--- config.mk ---
export PLATFORM = sky130hd
export DESIGN_NAME = hqm_aqed_enq_ingress_buf
export DESIGN_NICKNAME = d
export VERILOG_FILES = /design/src/rtl/hqm_aqed_enq_ingress_buf.sv
export SDC_FILE = /design/constraint.sdc
export NUM_CORES = 1
export LEC_CHECK = 0
export CELL_PAD_IN_SITES_DETAIL_PLACEMENT = 0
export CELL_PAD_IN_SITES_GLOBAL_PLACEMENT = 1
export CORE_ASPECT_RATIO = 0.6
export CORE_UTILIZATION = 25
export DETAILED_ROUTE_END_ITERATION = 8
export PLACE_DENSITY_LB_ADDON = 0.1
export SKIP_CTS_REPAIR_TIMING = 1
export SLEW_MARGIN = 20
export SYNTH_ARGS = -nofsm -noshare
export SYNTH_HDL_FRONTEND = slang
export SYNTH_SLANG_ARGS = --single-unit
export TNS_END_PERCENT = 30
--- constraint.sdc ---
create_clock -name hqm_gated_clk -period 3.8 [get_ports hqm_gated_clk]
set_input_delay 0.95 -clock hqm_gated_clk [delete_from_list [all_inputs] [get_ports hqm_gated_clk]]
set_output_delay 0.95 -clock hqm_gated_clk [all_outputs]
set_load 0.01 [all_outputs]
--- src/rtl/hqm_aqed_enq_ingress_buf.sv ---
// Parity-checked ingress FIFO feeding the AQED core enqueue port.
// Latency: a good beat pushed in cycle N is on qed_aqed_enq_v in cycle N+1 (no bypass).
// Backpressure: in_ready tracks the registered occupancy; a full buffer refuses pushes even when a pull happens that cycle.
//
// Ports:
//   hqm_gated_clk / hqm_gated_rst_n : clock (rising edge) and async active-low reset
//   in_v / in_data / in_par / in_ready : upstream QED beat with odd parity, valid/ready
//   qed_aqed_enq_v / qed_aqed_enq_data / qed_aqed_enq_rdy : head-of-FIFO to AQED core
//   err_par_v / err_par_cnt : one-cycle parity-error pulse and saturating error count
//   cfg_hwm_clr / status_depth / status_hwm : high-water-mark clear, occupancy, high-water mark
module hqm_aqed_enq_ingress_buf #(
    parameter int DATA_W = 64,
    parameter int DEPTH  = 4,
    parameter int CNT_W  = $clog2(DEPTH + 1)
) (
    input  logic              hqm_gated_clk,
    input  logic              hqm_gated_rst_n,
    input  logic              in_v,
    input  logic [DATA_W-1:0] in_data,
    input  logic              in_par,
    output logic              in_ready,
    output logic              qed_aqed_enq_v,
    output logic [DATA_W-1:0] qed_aqed_enq_data,
    input  logic              qed_aqed_enq_rdy,
    output logic              err_par_v,
    output logic [7:0]        err_par_cnt,
    input  logic              cfg_hwm_clr,
    output logic [CNT_W-1:0]  status_depth,
    output logic [CNT_W-1:0]  status_hwm
);

    localparam int               PTR_W    = $clog2(DEPTH);
    localparam logic [CNT_W-1:0] FULL_CNT = CNT_W'(DEPTH);

    // Storage and control state.
    logic [DATA_W-1:0] mem_q [DEPTH];
    logic [DATA_W-1:0] mem_d [DEPTH];
    logic [PTR_W-1:0]  wr_ptr_q, wr_ptr_d;
    logic [PTR_W-1:0]  rd_ptr_q, rd_ptr_d;
    logic [CNT_W-1:0]  depth_q, depth_d;
    logic [CNT_W-1:0]  hwm_q, hwm_d;
    logic              err_v_q, err_v_d;
    logic [7:0]        err_cnt_q, err_cnt_d;
    // Holds in_ready low through reset and releases it on the first clock after.
    logic              live_q, live_d;

    logic par_ok;
    logic push;
    logic good_push;
    logic bad_push;
    logic pull;

    // Handshake decode. Ready and valid come only from registered state, so
    // neither output combinationally depends on the opposite side's handshake.
    always_comb begin
        par_ok            = ^{in_data, in_par};
        in_ready          = live_q & (depth_q != FULL_CNT);
        qed_aqed_enq_v    = (depth_q != '0);
        // Gate with valid so never-written storage cannot leak X downstream.
        qed_aqed_enq_data = qed_aqed_enq_v ? mem_q[rd_ptr_q] : '0;
        push              = in_v & in_ready;
        good_push         = push & par_ok;
        bad_push          = push & ~par_ok;
        pull              = qed_aqed_enq_v & qed_aqed_enq_rdy;
    end

    // Next-state computation.
    always_comb begin
        for (int i = 0; i < DEPTH; i++) begin
            mem_d[i] = mem_q[i];
        end
        wr_ptr_d  = wr_ptr_q;
        rd_ptr_d  = rd_ptr_q;
        depth_d   = depth_q;
        hwm_d     = hwm_q;
        err_v_d   = bad_push;
        err_cnt_d = err_cnt_q;
        live_d    = 1'b1;

        if (good_push) begin
            mem_d[wr_ptr_q] = in_data;
            wr_ptr_d        = wr_ptr_q + PTR_W'(1);
        end

        if (pull) begin
            rd_ptr_d = rd_ptr_q + PTR_W'(1);
        end

        // Simultaneous push and pull leaves the occupancy unchanged.
        case ({good_push, pull})
            2'b10:   depth_d = depth_q + CNT_W'(1);
            2'b01:   depth_d = depth_q - CNT_W'(1);
            default: depth_d = depth_q;
        endcase

        // Clear restarts tracking from the post-update occupancy, not from zero.
        if (cfg_hwm_clr) begin
            hwm_d = depth_d;
        end else if (depth_d > hwm_q) begin
            hwm_d = depth_d;
        end

        if (bad_push && (err_cnt_q != 8'hFF)) begin
            err_cnt_d = err_cnt_q + 8'd1;
        end
    end

    // Payload storage carries no reset; the output gate above covers unwritten entries.
    always_ff @(posedge hqm_gated_clk) begin
        for (int i = 0; i < DEPTH; i++) begin
            mem_q[i] <= mem_d[i];
        end
    end

    always_ff @(posedge hqm_gated_clk or negedge hqm_gated_rst_n) begin
        if (!hqm_gated_rst_n) begin
            wr_ptr_q  <= '0;
            rd_ptr_q  <= '0;
            depth_q   <= '0;
            hwm_q     <= '0;
            err_v_q   <= 1'b0;
            err_cnt_q <= 8'h00;
            live_q    <= 1'b0;
        end else begin
            wr_ptr_q  <= wr_ptr_d;
            rd_ptr_q  <= rd_ptr_d;
            depth_q   <= depth_d;
            hwm_q     <= hwm_d;
            err_v_q   <= err_v_d;
            err_cnt_q <= err_cnt_d;
            live_q    <= live_d;
        end
    end

    assign err_par_v    = err_v_q;
    assign err_par_cnt  = err_cnt_q;
    assign status_depth = depth_q;
    assign status_hwm   = hwm_q;

endmodule
After elaboration in Yosys (flattened, before gate mapping)
Memories as Yosys holds them, arrays and structs flattened. Index checks and enable logic that the tools add are counted.

Output and inout port bits: 81. Bits in writable memories: 256. Memories kept: 1. Register bits: 20. Bits of input ports: 70. Logic and storage cells: 40.

Equal/unequal tests: 4. Bitwise operators: 7. Mux-type cells: 8. $lt $le $gt $ge: 3. Reductions and logical operators: 5. Add/sub/neg operators: 5.

Memories: mem_q (depth 4, bits a word 64, read ports 5, clocked after Yosys merged registers in 0, write ports 4, RTL line 36) `logic [DATA_W-1:0] mem_q [DEPTH];`.

Operator list (number): 256-bit bitwise mux (1); 256-bit 2-to-1 mux (1); 64-bit demux with 2-bit select (1); 64-bit 2-to-1 mux (2); 65-bit parity (1); 8-bit by 1-bit adder with 8-bit output (second input constant) (1); 8-bit inequality test (second input constant) (1); 3-bit 2-to-1 mux (2); 3-bit case mux with 2 select lines (1); 1-bit AND (5); 2-bit by 1-bit adder with 2-bit output (second input constant) (2); 3-bit by 1-bit adder with 3-bit output (second input constant) (1); 3-bit >= comparator (second input constant) (1); 3-bit > comparator (1); 3-bit by 1-bit < comparator with 1-bit output (second input constant) (1); 3-bit inequality test (second input constant) (1); 2-bit inverter with 3-bit output (1); 3-bit nonzero test (1); 3-bit by 1-bit subtractor with 3-bit output (second input constant) (1); 2-bit by 1-bit == test with 1-bit output (second input constant) (1); 2-bit == test (second input constant) (1); 1-bit logical AND (2); 2-bit nonzero test (1); 1-bit inverter (1).

Logic depth before layout (Yosys ltp)
Depth after elaboration: 9. Mapped depth: 19. Mapped depth without buffers: 19.

Worst setup path before layout
No wires, ideal clock.

Path kind: input port to flip-flop. Start point: input in_data[5]. End point: register hwm_q[1] (netlist: status_hwm[1]). Setup slack: -513 ps. Data required time: 3723 ps. Arrival time: 4236 ps. Stages on the path: 18. Library setup time: 77 ps. Path through: xor2_1 > xnor2_1 > xnor2_1 > xnor2_1 > xnor2_1 > xnor3_1 > and2_1 > inv_1 > ha_1 > fa_1 > mux2_2 > ha_1 > a21o_1 > a21oi_1 > a31oi_1 > nor2_1 > nor2_1 > a21oi_1.

Longest elaborated chain between the ends: 6. Elaborated cells between the ends (all ways): 9.

RTL lines: start, declared (RTL line 19) `input logic [DATA_W-1:0] in_data,`; 65-bit parity * (RTL line 56) `par_ok = ^{in_data, in_par};`; 1-bit AND * (RTL line 62) `good_push = push & par_ok;`; 2-bit by 1-bit == test with 1-bit output / 2-bit == test (equally long branches) (RTL line 90) `case ({good_push, pull})`; 3-bit case mux with 2 select lines * (RTL line 90); named net depth_d[1] (RTL line 40) `logic [CNT_W-1:0] depth_q, depth_d;`; 3-bit > comparator / 3-bit 2-to-1 mux (equally long branches) (RTL line 99) `end else if (depth_d > hwm_q) begin`; 2-bit nonzero test (no source line) / 3-bit 2-to-1 mux (equally long branches); end signal, assigned (RTL line 128) `hwm_q <= hwm_d;`; end, declared (RTL line 41) `logic [CNT_W-1:0] hwm_q, hwm_d;`.

The timed path passes the listed nets; every way through them passes the cells marked *. The select of a mux whose other input is x is not followed. A chain may end at the register's enable or synchronous reset.

Final worst setup path
Start point: input in_data[40]. End point: register hwm_q[1] (netlist: status_hwm[1]).

Same word-level chain as after synthesis.

==> reports/metrics.csv <==
metric,value,unit
ys_seq_elements,276,
wl_per_cell,19.8,um
final_common_cell,edfxtp_1,
final_cell_area,0.0160,mm^2
wl,27900,um
dieArea,0.0458,mm^2
clk_pin_slew,0.07,ns
cp_max_fo,6,
slew_viol_final,0,
viasPerCell,4.20,
critPathArrivalTime,4.45,ns
syn2layout_area_growth,42.4,%
syn-mean-instance-area,19.9,um^2
tightest_slew,0.805,ns
fillCellCount,4121,
io_buffers,150,
numCtsBuffers,29,
period_share,1.04,
critPathLaunchType,primary input,
num_rows,59,
antenna_found_initial,2,
switching_share,0.301,
clkPwrFrac,0.255,
reg2reg_slack,0.65,ns
initial_core_util,0.256,
die_h,166,um
synthDistinctLibCells,33,
synthCells,564,
end_kind,register,
hp-class,primary input to async pin,
grt_pass1_vias,6453,
finalCriticalPeriod,3.97,ns
synthTopCellsByArea,"edfxtp_1 68%, mux4_2 13%, xnor2_1 4.7%",
overflow,0,
fin_skew,0.0197,ns
power,0.0131,W
p_per_area,822,mW/mm^2
route.detailed.drc,0,
grt_pass1_wl,41600,um
r2r-start,status_depth[0]$_DFF_PN0_,
power_frac_seq,0.322,
cts_sinks,276,
final-hold-violation-count,0,
ys.flop_type,edfxtp_1,
cp-startpoint,in_data[40],
coreArea,0.0438,mm^2
nets,889,
fmax,252,MHz
failed_checks,setup timing,
synth_warnings,0,
cts-htree-levels,1,
first_pass_iters,4,
synth_seq_area_share,0.729,
clk_latency,0.56,ns
yosysTopAreaCellShare,0.684,
cp.required,4.29,ns
p_int,0.00919,W
grt_usage,0.123,
postPlaceCellArea,0.0141,mm^2
ir_drop,0.000364,V
cts.root.buffer_cell,clkbuf_16,
grt_setup_unrepaired,yes,
vias,5923,
synth_edf_count,256,
drive_gt1_frac,0.361,
status,"finished, violations left",
comb_power_share,0.423,
syn-cell-area,0.0112,mm^2
cts_tree,done,
grt_start_max_net_pins,66,
net-switching-power,0.00396,W
p_leak,5.84,nW
io_pins,151,
yosysTopAreaCell,edfxtp_1,
clock_path_buffers,3,
synthArstFlopShare,0.0725,
drtIter0Drc,288,
syn_nets,644,
place.gp.congestion,0.711,
finalWorstSetupSlack,-0.168,ns
setup_viol,3,
die_x,276,um
slew_headroom,0.458,
ant_nets,0,
diodes,0,
crit_type,primary input to register,
dp_hpwl,17700,um
final_cell_mix,"256 x edfxtp_1, 85 x clkdlybuf4s50_1, 75 x buf_4",
maxCapViolations,0,
-- layer usage --
layer | global-route usage | up-vias | wire (um)
met4 | 0.0228 | 2 | 469
met5 | 0 | - | 12
met1 | 0.165 | 3114 | 12500
met2 | 0.206 | 93 | 13900
met3 | 0.0253 | 38 | 1020
li1 | - | 2676 | -
-- critical path, cell delays in order --
cell and delay [ns]:
buf_8 0.11, xor2_4 0.19, xnor2_2 0.15, xnor2_2 0.17, xnor2_2 0.35, xnor2_4 0.17
xnor3_1 0.34, and2_4 0.17, inv_4 0.05, ha_4 0.13, fa_2 0.42, mux2_4 0.29
ha_4 0.22, a21o_1 0.15, a21oi_1 0.13, a31oi_1 0.07, nor2_2 0.20, nor2_1 0.08
a21oi_1 0.11
-- registers in the layout, summed over array words and instances, names as in the netlist --
signal        flops
status_depth      3
err_par_cnt       8
err_par_v         1
live_q            1
wr_ptr_q          2
status_hwm        3
mem_q           256
rd_ptr_q          2
-- path summary, 6_finish.rpt --
kind	to	depth (start not counted)
max reg2reg	status_hwm[1]$_DFFE_PN0P_	13
min reg2reg	err_par_cnt[6]$_DFFE_PN0P_	1
max	status_hwm[1]$_DFFE_PN0P_	19
min	live_q$_DFF_PN0_	1
max in group asynchronous	rd_ptr_q[0]$_DFFE_PN0P_	1
min in group hqm_gated_clk	err_par_cnt[6]$_DFFE_PN0P_	1
-- stage by stage --
step / cells / worst slack (ns) / util / hold WS [ns] / setup TNS [ns]
finish: 1410 / -0.168 / 0.365 / 0.357 / -0.456
global route: 1410 / -0.280 / 0.365 / 0.375 / -0.793
floorplan: 564 / -0.413 / - / 0.522 / -53.67
CTS: 1391 / -0.756 / 0.348 / 0.502 / -2.96
detailed placement: 1338 / -1.35 / 0.322 / 0.485 / -65.16
global placement: 1338 / -1.34 / 0.322 / 0.488 / -62.56
-- synth_stat cells (all sizes together), types with 2 or more instances --
cell type / instances
edfxtp: 256
inv: 7
a21oi: 3
nor2: 6
or2: 2
nand2: 5
mux4: 64
o21ai: 3
dfrtp: 20
clkbuf: 15
xnor2: 60
xor2: 15
buf: 8
and2: 67
nand3: 4
and3: 5
mux2: 2
ha: 9
nor3: 2
-- cells by family (layout without fill, tap and decap cells) --
| kind of cell | Yosys count | after routing | synth area share |
|---|---|---|---|
| other | 1 | 1 | 0.000334 |
| buffers and inverters | 30 | 297 | 0.0104 |
| DFF | 276 | 276 | 0.729 |
| AOI/OAI and AO/OA | 8 | 8 | 0.00390 |
| xor gates and xnor gates | 76 | 76 | 0.0605 |
| and+or+nand+nor | 97 | 97 | 0.0534 |
| adders and majority gates | 10 | 10 | 0.0118 |
| muxes | 66 | 66 | 0.131 |
-- power groups by stage --
stage               Sequential (W)  Combinational (W)  Clock, W
floorplan                  0.00418            0.00282         0
global placement           0.00430            0.00529         0
detailed placement         0.00434            0.00529         0
CTS                        0.00427            0.00532   0.00345
global route               0.00430            0.00601   0.00356
finish                     0.00423            0.00557   0.00335
-- cell type report --
| cell class | count | area, um^2 | share of cell area |
|---|---|---|---|
| clock buffer | 30 | 729 | 0.0456 |
| clock inverter | 23 | 399 | 0.0250 |
| inverter | 7 | 28.8 | 0.00180 |
| multi-input combinational | 258 | 3500 | 0.219 |
| sequential | 276 | 8200 | 0.513 |
| tap | 579 | 724 | 0.0453 |
| timing repair buffer | 237 | 2410 | 0.151 |
No activity file was read; power rests on OpenSTA's default activity.
